===== src/rtl/bram_arb_pkg.sv =====
// Shared types and constants for the two-requester BRAM arbiter.
package bram_arb_pkg;

    typedef enum logic {
        ST_NORMAL = 1'b0,
        ST_FORCE  = 1'b1
    } arb_state_t;

    localparam int REQ_CPU  = 0;
    localparam int REQ_DBG  = 1;
    localparam int STARVE_W = 8;

endpackage


===== src/rtl/bram_starve_counter.sv =====
// Starvation guard for requester 1: counts denied cycles and raises force_r1
// for the cycle after the count reaches STARVE_LIMIT.
module bram_starve_counter
    import bram_arb_pkg::*;
#(
    parameter int STARVE_LIMIT = 4
) (
    input  logic clk,
    input  logic rst,
    input  logic r1_req,
    input  logic r1_gnt,
    output logic force_r1
);

    localparam logic [STARVE_W:0] LIMIT = STARVE_LIMIT[STARVE_W:0];
    localparam logic [STARVE_W:0] ONE   = {{STARVE_W{1'b0}}, 1'b1};

    arb_state_t          state;
    arb_state_t          state_next;
    logic [STARVE_W-1:0] count;
    logic [STARVE_W-1:0] count_next;
    logic [STARVE_W:0]   count_inc;
    logic                denied;

    assign denied    = r1_req & ~r1_gnt;
    assign count_inc = {1'b0, count} + ONE;

    always_ff @(posedge clk or posedge rst) begin
        if (rst) begin
            state <= ST_NORMAL;
            count <= '0;
        end else begin
            state <= state_next;
            count <= count_next;
        end
    end

    // The extra bit on count_inc keeps the limit compare exact at the 255 saturation point.
    always_comb begin
        state_next = state;
        count_next = count;
        if (!denied)
            count_next = '0;
        else if (count != '1)
            count_next = count_inc[STARVE_W-1:0];

        case (state)
            ST_NORMAL: if (denied && count_inc == LIMIT) state_next = ST_FORCE;
            ST_FORCE:  if (!denied) state_next = ST_NORMAL;
            default:   state_next = ST_NORMAL;
        endcase
    end

    assign force_r1 = (state == ST_FORCE);

endmodule


===== src/rtl/bram_arbiter.sv =====
// Fixed-priority arbiter sharing one single-port BRAM between the MEM stage
// (requester 0) and the debug/loader (requester 1), with a starvation guard.
module bram_arbiter
    import bram_arb_pkg::*;
#(
    parameter int ADDRESS_BITS = 8,
    parameter int DATA_BITS    = 32,
    parameter int STARVE_LIMIT = 4
) (
    input  logic                    clk,
    input  logic                    rst,
    input  logic                    r0_req,
    input  logic                    r0_we,
    input  logic [ADDRESS_BITS-1:0] r0_addr,
    input  logic [DATA_BITS-1:0]    r0_wdata,
    output logic                    r0_gnt,
    output logic                    r0_rvalid,
    input  logic                    r1_req,
    input  logic                    r1_we,
    input  logic [ADDRESS_BITS-1:0] r1_addr,
    input  logic [DATA_BITS-1:0]    r1_wdata,
    output logic                    r1_gnt,
    output logic                    r1_rvalid,
    output logic [DATA_BITS-1:0]    rdata,
    output logic                    bram_we,
    output logic [ADDRESS_BITS-1:0] bram_addr,
    output logic [DATA_BITS-1:0]    bram_wdata,
    input  logic [DATA_BITS-1:0]    bram_rdata
);

    logic       force_r1;
    logic [1:0] gnt;

    bram_starve_counter #(
        .STARVE_LIMIT(STARVE_LIMIT)
    ) u_starve (
        .clk     (clk),
        .rst     (rst),
        .r1_req  (r1_req),
        .r1_gnt  (gnt[REQ_DBG]),
        .force_r1(force_r1)
    );

    // Grants are gated by rst so nothing reaches the BRAM while reset is held.
    always_comb begin
        gnt        = '0;
        bram_we    = 1'b0;
        bram_addr  = '0;
        bram_wdata = '0;
        if (!rst) begin
            if (r1_req && (force_r1 || !r0_req))
                gnt[REQ_DBG] = 1'b1;
            else if (r0_req)
                gnt[REQ_CPU] = 1'b1;
        end
        if (gnt[REQ_CPU]) begin
            bram_we    = r0_we;
            bram_addr  = r0_addr;
            bram_wdata = r0_wdata;
        end else if (gnt[REQ_DBG]) begin
            bram_we    = r1_we;
            bram_addr  = r1_addr;
            bram_wdata = r1_wdata;
        end
    end

    assign r0_gnt = gnt[REQ_CPU];
    assign r1_gnt = gnt[REQ_DBG];
    assign rdata  = bram_rdata;

    always_ff @(posedge clk or posedge rst) begin
        if (rst) begin
            r0_rvalid <= 1'b0;
            r1_rvalid <= 1'b0;
        end else begin
            r0_rvalid <= gnt[REQ_CPU] & ~r0_we;
            r1_rvalid <= gnt[REQ_DBG] & ~r1_we;
        end
    end

endmodule


===== config.mk =====
export PLATFORM = sky130hd
export DESIGN_NAME = bram_arbiter
export DESIGN_NICKNAME = d
export VERILOG_FILES = /design/src/rtl/bram_arb_pkg.sv /design/src/rtl/bram_starve_counter.sv /design/src/rtl/bram_arbiter.sv
export SDC_FILE = /design/constraint.sdc
export NUM_CORES = 1
export LEC_CHECK = 0
export CORE_MARGIN = 4
export CORE_UTILIZATION = 23
export CTS_CLUSTER_DIAMETER = 100
export DETAILED_ROUTE_END_ITERATION = 8
export GPL_ROUTABILITY_DRIVEN = 0
export PLACE_DENSITY = 0.79
export SYNTH_ARGS = -nofsm -noshare
export SYNTH_HDL_FRONTEND = slang
export SYNTH_HIERARCHICAL = 1
export SYNTH_SLANG_ARGS = --single-unit
export TNS_END_PERCENT = 1

===== constraint.sdc =====
create_clock -name clk -period 1.7 [get_ports clk]
set_input_delay 0.255 -clock clk [delete_from_list [all_inputs] [get_ports clk]]
set_output_delay 0.255 -clock clk [all_outputs]
set_load 0.02 [all_outputs]

After elaboration in Yosys (flattened, before gate mapping)
Cells that the tools add are included.
{"block": "op_classes", "n_addsub": 1, "n_mul": 0, "div_mod_pow": 0, "n_lt_le_gt_ge": 0, "n_eq_ne": 3, "n_shift": 0, "muxes": 15, "bitwise": 7, "reduce_logical": 4}
{"operator": "$mux 32", "n": 2}
{"operator": "$mux 8", "n": 4}
{"operator": "$add 8x1->9 const B", "n": 1}
{"operator": "$eq 9x3->1 const B", "n": 1}
{"operator": "$ne 8x8->1 const B", "n": 1}
{"operator": "$mux 1", "n": 7}
{"operator": "$not 1->1", "n": 4}
{"operator": "$and 1x1->1", "n": 3}
{"operator": "$logic_and 1x1->1", "n": 2}
{"operator": "$mux 2", "n": 1}
{"operator": "$ne 2x2->1 const B", "n": 1}
{"operator": "$pmux 1 s2", "n": 1}
{"operator": "$logic_not 1->1", "n": 1}
{"operator": "$logic_or 1x1->1", "n": 1}
{"block": "word_totals", "register_bits": 11, "latchBits": 0, "mem_bits_rw": 0, "rom_bits": 0, "input_bits": 118, "output_inout_bits": 77, "elab_cells": 34, "memories": 0}

Logic depth before layout (Yosys ltp)
Gate-level depths: netlist of run 1.
{"block": "logic_depth", "depth_word": 10, "mapped_depth": 8, "mapped_depth_nobuf": 6}

By module
The synthesis of run 1 kept the hierarchy.
{"module": "bram_arbiter", "instances": 1, "cells_per_inst": 145, "area_each_um2": 989.7, "seq_area_each_um2": 50.0}
{"module": "bram_starve_counter", "instances": 1, "cells_per_inst": 51, "area_each_um2": 489.2, "seq_area_each_um2": 225.2}

Worst setup path before layout of run 1
OpenSTA, ideal clock, no wires.
{"block": "synth_timing", "path_kind": "register to register", "start": "reg u_starve.state (netlist: u_starve/force_r1)", "end": "reg u_starve.state (netlist: u_starve/force_r1)", "setup_ns": 0.121, "t_arrival_ns": 1.676, "t_required_ns": 1.579, "setup_slack_ns": -0.097, "path_stages_with_launch": 9, "path_buffers": 2, "period_less_slack_ns": 1.797, "cell_sequence": "dfrtp_1 > nand2b_1 > buf_6 > buf_6 > nand2_1 > nor2_1 > nand2b_1 > nor4_2 > a22o_1"}
{"block": "synth_via", "elab_chain_cells": 9, "elab_cells_between_ends": 11, "cone_classes": "mux: 5; bitwise: 3; reduce/logical: 3"}
{"element": "from (decl)", "line": "bram_starve_counter.sv:18", "text": "arb_state_t state;"}
{"element": "from (signal assigned)", "line": "bram_starve_counter.sv:33", "text": "state <= state_next;"}
{"element": "$logic_or 1x1->1 (*)", "line": "bram_arbiter.sv:51", "text": "if (r1_req && (force_r1 || !r0_req))"}
{"element": "$logic_and 1x1->1 (*)", "line": "bram_arbiter.sv:51"}
{"element": "$mux 1 (*)", "line": "bram_arbiter.sv:51"}
{"element": "$mux 2 (*)", "line": "bram_arbiter.sv:50", "text": "if (!rst) begin"}
{"element": "net r1_gnt", "line": "bram_arbiter.sv:22", "text": "output logic r1_gnt,"}
{"element": "$not 1->1 (*)", "line": "bram_starve_counter.sv:25", "text": "assign denied = r1_req & ~r1_gnt;"}
{"element": "$and 1x1->1 (*)", "line": "bram_starve_counter.sv:25"}
{"element": "$logic_and 1x1->1", "line": "bram_starve_counter.sv:48", "text": "ST_NORMAL: if (denied && count_inc == LIMIT) state_next = ST_FORCE;"}
{"element": "$mux 1", "line": "bram_starve_counter.sv:48"}
{"element": "$pmux 1 s2 (*)", "line": "bram_starve_counter.sv:47", "text": "case (state)"}
{"element": "net u_starve.state_next", "line": "bram_starve_counter.sv:19", "text": "arb_state_t state_next;"}
Mark *: on every way through the listed nets, which the timed path passes. The rest lies on a longest branch.
A chain may end at the register's enable or synchronous reset.

Worst setup path in the final report of run 1
{"block": "layout_timing", "start": "reg u_starve.state (netlist: u_starve/force_r1)", "end": "out bram_wdata[14]"}
{"block": "layout_via", "elab_chain_cells": 6, "elab_cells_between_ends": 7, "cone_classes": "mux: 5; reduce/logical: 2"}
{"element": "$logic_or 1x1->1 (*)", "line": "bram_arbiter.sv:51"}
{"element": "$logic_and 1x1->1 (*)", "line": "bram_arbiter.sv:51"}
{"element": "$mux 1", "line": "bram_arbiter.sv:51"}
{"element": "$mux 2 (*)", "line": "bram_arbiter.sv:50"}
{"element": "$mux 32", "line": "bram_arbiter.sv:60", "text": "end else if (gnt[REQ_DBG]) begin"}
{"element": "$mux 32 (*)", "line": "bram_arbiter.sv:56", "text": "if (gnt[REQ_CPU]) begin"}
{"element": "to (decl)", "line": "bram_arbiter.sv:27", "text": "output logic [DATA_BITS-1:0] bram_wdata,"}
Every way passes the cells marked *; elsewhere a longest branch is shown, timed or not.

==> reports/metrics.cfg, run 1 <==
[yosys]
ys_seq_area_frac=0.1861
syn_inst=196
synthesis.nets=315
ys.warnings.count=6
syn_area_mm2=0.001479
yosysUniqueCellTypes=30
synth_seq_cells=11
synthArstFlopShare=1.000
synthFlopType=dfrtp_1
synth_edf_count=0
synth_area_per_cell_um2=7.546

[power]
p_per_area_mw_per_mm2=438.2
total_power_uw=1184
leakagePower_uw=0.001111
irDropWorstVdd_mv=0.5716

[clock_network]
htree_levels=1
insertion_delay_ns=0.24
cts_tree=done
root_buffer=clkbuf_8
cts.sinks=11
ctsHoldBuffers=0
clkSlewWorstSetupHoldPaths_ns=0.05
cts_inserted_buffers=3
max-clock-path-buffers=2

[hold_path]
hold_path_class=in -> async

[cells_and_area]
antenna_cells=0
final_cell_mix=84 x clkdlybuf4s50_1, 43 x nor2_1, 31 x a32oi_1, 30 x buf_4, 18 x buf_2
nNetsFinal=414
fin_util=0.4431
layout-drive-gt1-share=0.2823
syn2layout_area_growth_pct=82.66
final_common_cell=clkdlybuf4s50_1

[grt]
grt_max_degree=43
grt_pass1_wl_mm=8.694
grt_overflow=0
grt_pass1_vias=1764
grt.total_usage=0.1379
antenna_found_initial=0

[placed_design]
pre_cts_ws_ns=-0.5888
numPortBuffers=130
hpwl_mm=4.403

[timing]
maxClockFrequency_mhz=579.0
setup_viol=29
min_period_ns=1.727
max_slew_margin=0.7589
whs_ns=0.07829
rsz0062_at_grt=yes
tns_ns=-0.2609
clock_skew_ns=0.004079
worstMarginPinSlew_ns=0.3613
slew_viol_final=0
post-route-period-util=1.016
hold_violations=0
fin_ws_ns=-0.02720

[critical_path]
worst_ep_required_time_ns=1.44
worstSetupStartpointType=flip-flop
worstSetupPathType=reg -> out
crit_fanout=10
cp.arrival_ns=1.47
cp-end-kind=primary output

[routing]
route.vias.total=1938
detail_route.wl_per_cell_um=17.59
drtIter0Drc=65
via_per_inst=5.252
totalWireLength_mm=6.489
drt_pre_antenna_iters=4
drc=0
drtAntennaViolNets=0

[floorplanning]
rows=28
die_h_um=88.19
die-area_mm2=0.007777
coreArea_mm2=0.006096
start_util=0.2426
die_x_um=88.19
io_pins=195

[outcome]
violations=setup timing
status=finished, violations left

[job]
max-cap-violations=0

## stage by stage
stage               instance area [um2]  std cells
floorplan                          1481        196
global placement                   2636        361
detailed placement                 2636        361
CTS                                2536        365
global route                       2701        369
finish                             2701        369
## flip-flops by register name, indices dropped and copies added, names as in the netlist
register and cells:
r0_rvalid 1, u_starve/force_r1 1, u_starve/count 8, r1_rvalid 1
## layer usage
layer / global-route usage / up-vias / wire [um]
li1: - / 906 / -
met1: 0.1459 / 919 / 2456
met2: 0.2570 / 99 / 3270
met3: 0.04233 / 14 / 656
met4: 0.04670 / 0 / 105
met5: 0 / - / 0
## area by class of cell
cell class | count | area, um2
well taps | 75 | 93.84
flip-flops and latches | 11 | 276.5
clock buffers | 4 | 45.04
multi-input cells | 130 | 912.1
inverters | 3 | 11.26
fillers | 625 | 3395
repair buffers | 146 | 1363
## report_power, final
group / total, uW / leakage, uW / internal [uW] / switching (uW)
clock network: 256 / 0.0000228 / 164 / 91.5
registers: 280 / 0.000149 / 271 / 8.91
logic: 649 / 0.000939 / 354 / 295
total: 1180 / 0.00111 / 789 / 395
## critical path: stages (launching register included)
cell       delay, ns
dfrtp_2         0.43
a21boi_4        0.19
buf_6           0.14
clkbuf_16       0.16
a32oi_1         0.05
nor2_1          0.12
buf_4           0.15
## synth_stat cells (2+ instances only)
cell / count / area, um2
nor2_1: 44 / 165.2
buf_2: 9 / 45.04
dfrtp_1: 11 / 275.3
nor3_1: 5 / 25.02
nand4_1: 3 / 18.77
inv_1: 3 / 11.26
and3_1: 2 / 12.51
buf_4: 33 / 247.7
clkbuf_1: 3 / 11.26
buf_6: 6 / 67.56
nand2_1: 7 / 26.28
nand2b_1: 2 / 12.51
o21ai_0: 5 / 25.02
a21oi_1: 2 / 10.01
a31oi_1: 4 / 25.02
a32oi_1: 41 / 359.1
nand3_1: 3 / 15.01
## kinds of logic after synthesis
group,synth area share
DFF,0.1861
buffers and inverters,0.2614
adders and majority gates,0.008459
AOI/OAI and AO/OA,0.3249
and+or+nand+nor,0.2191
## final timing paths
check,startpoint,to,slack (ns),cells after the start
min in group clk,rst,r1_rvalid,0.43,3
setup / recovery,u_starve/force_r1,bram_wdata[14],-0.03,6
max in group asynchronous,rst,u_starve/force_r1,1.22,3
hold / removal,rst,r0_rvalid,0.08,3
hold reg to reg,u_starve/count[1],u_starve/count[1],0.60,2
setup reg to reg,u_starve/force_r1,u_starve/force_r1,0.05,8
## repair_timing
item / CTS / global route
cloned: 0 / 3
setup buffers: 0 / 1
gates resized for setup: 178 / 34
pin swaps: 0 / 8
endpoints found under the setup margin: 46 / 50
No activity file was read; power rests on OpenSTA's default activity.
==> inputs of run 2 (changes only) <==
--- a/config.mk
+++ b/config.mk
@@ -8,6 +8,7 @@
 export CORE_MARGIN = 4
 export CORE_UTILIZATION = 23
 export CTS_CLUSTER_DIAMETER = 100
+export CTS_CLUSTER_SIZE = 40
 export DETAILED_ROUTE_END_ITERATION = 8
 export GPL_ROUTABILITY_DRIVEN = 0
 export PLACE_DENSITY = 0.79
==> results of run 2 <==
The final DEF is identical to that of run 1; final timing and power are the same.
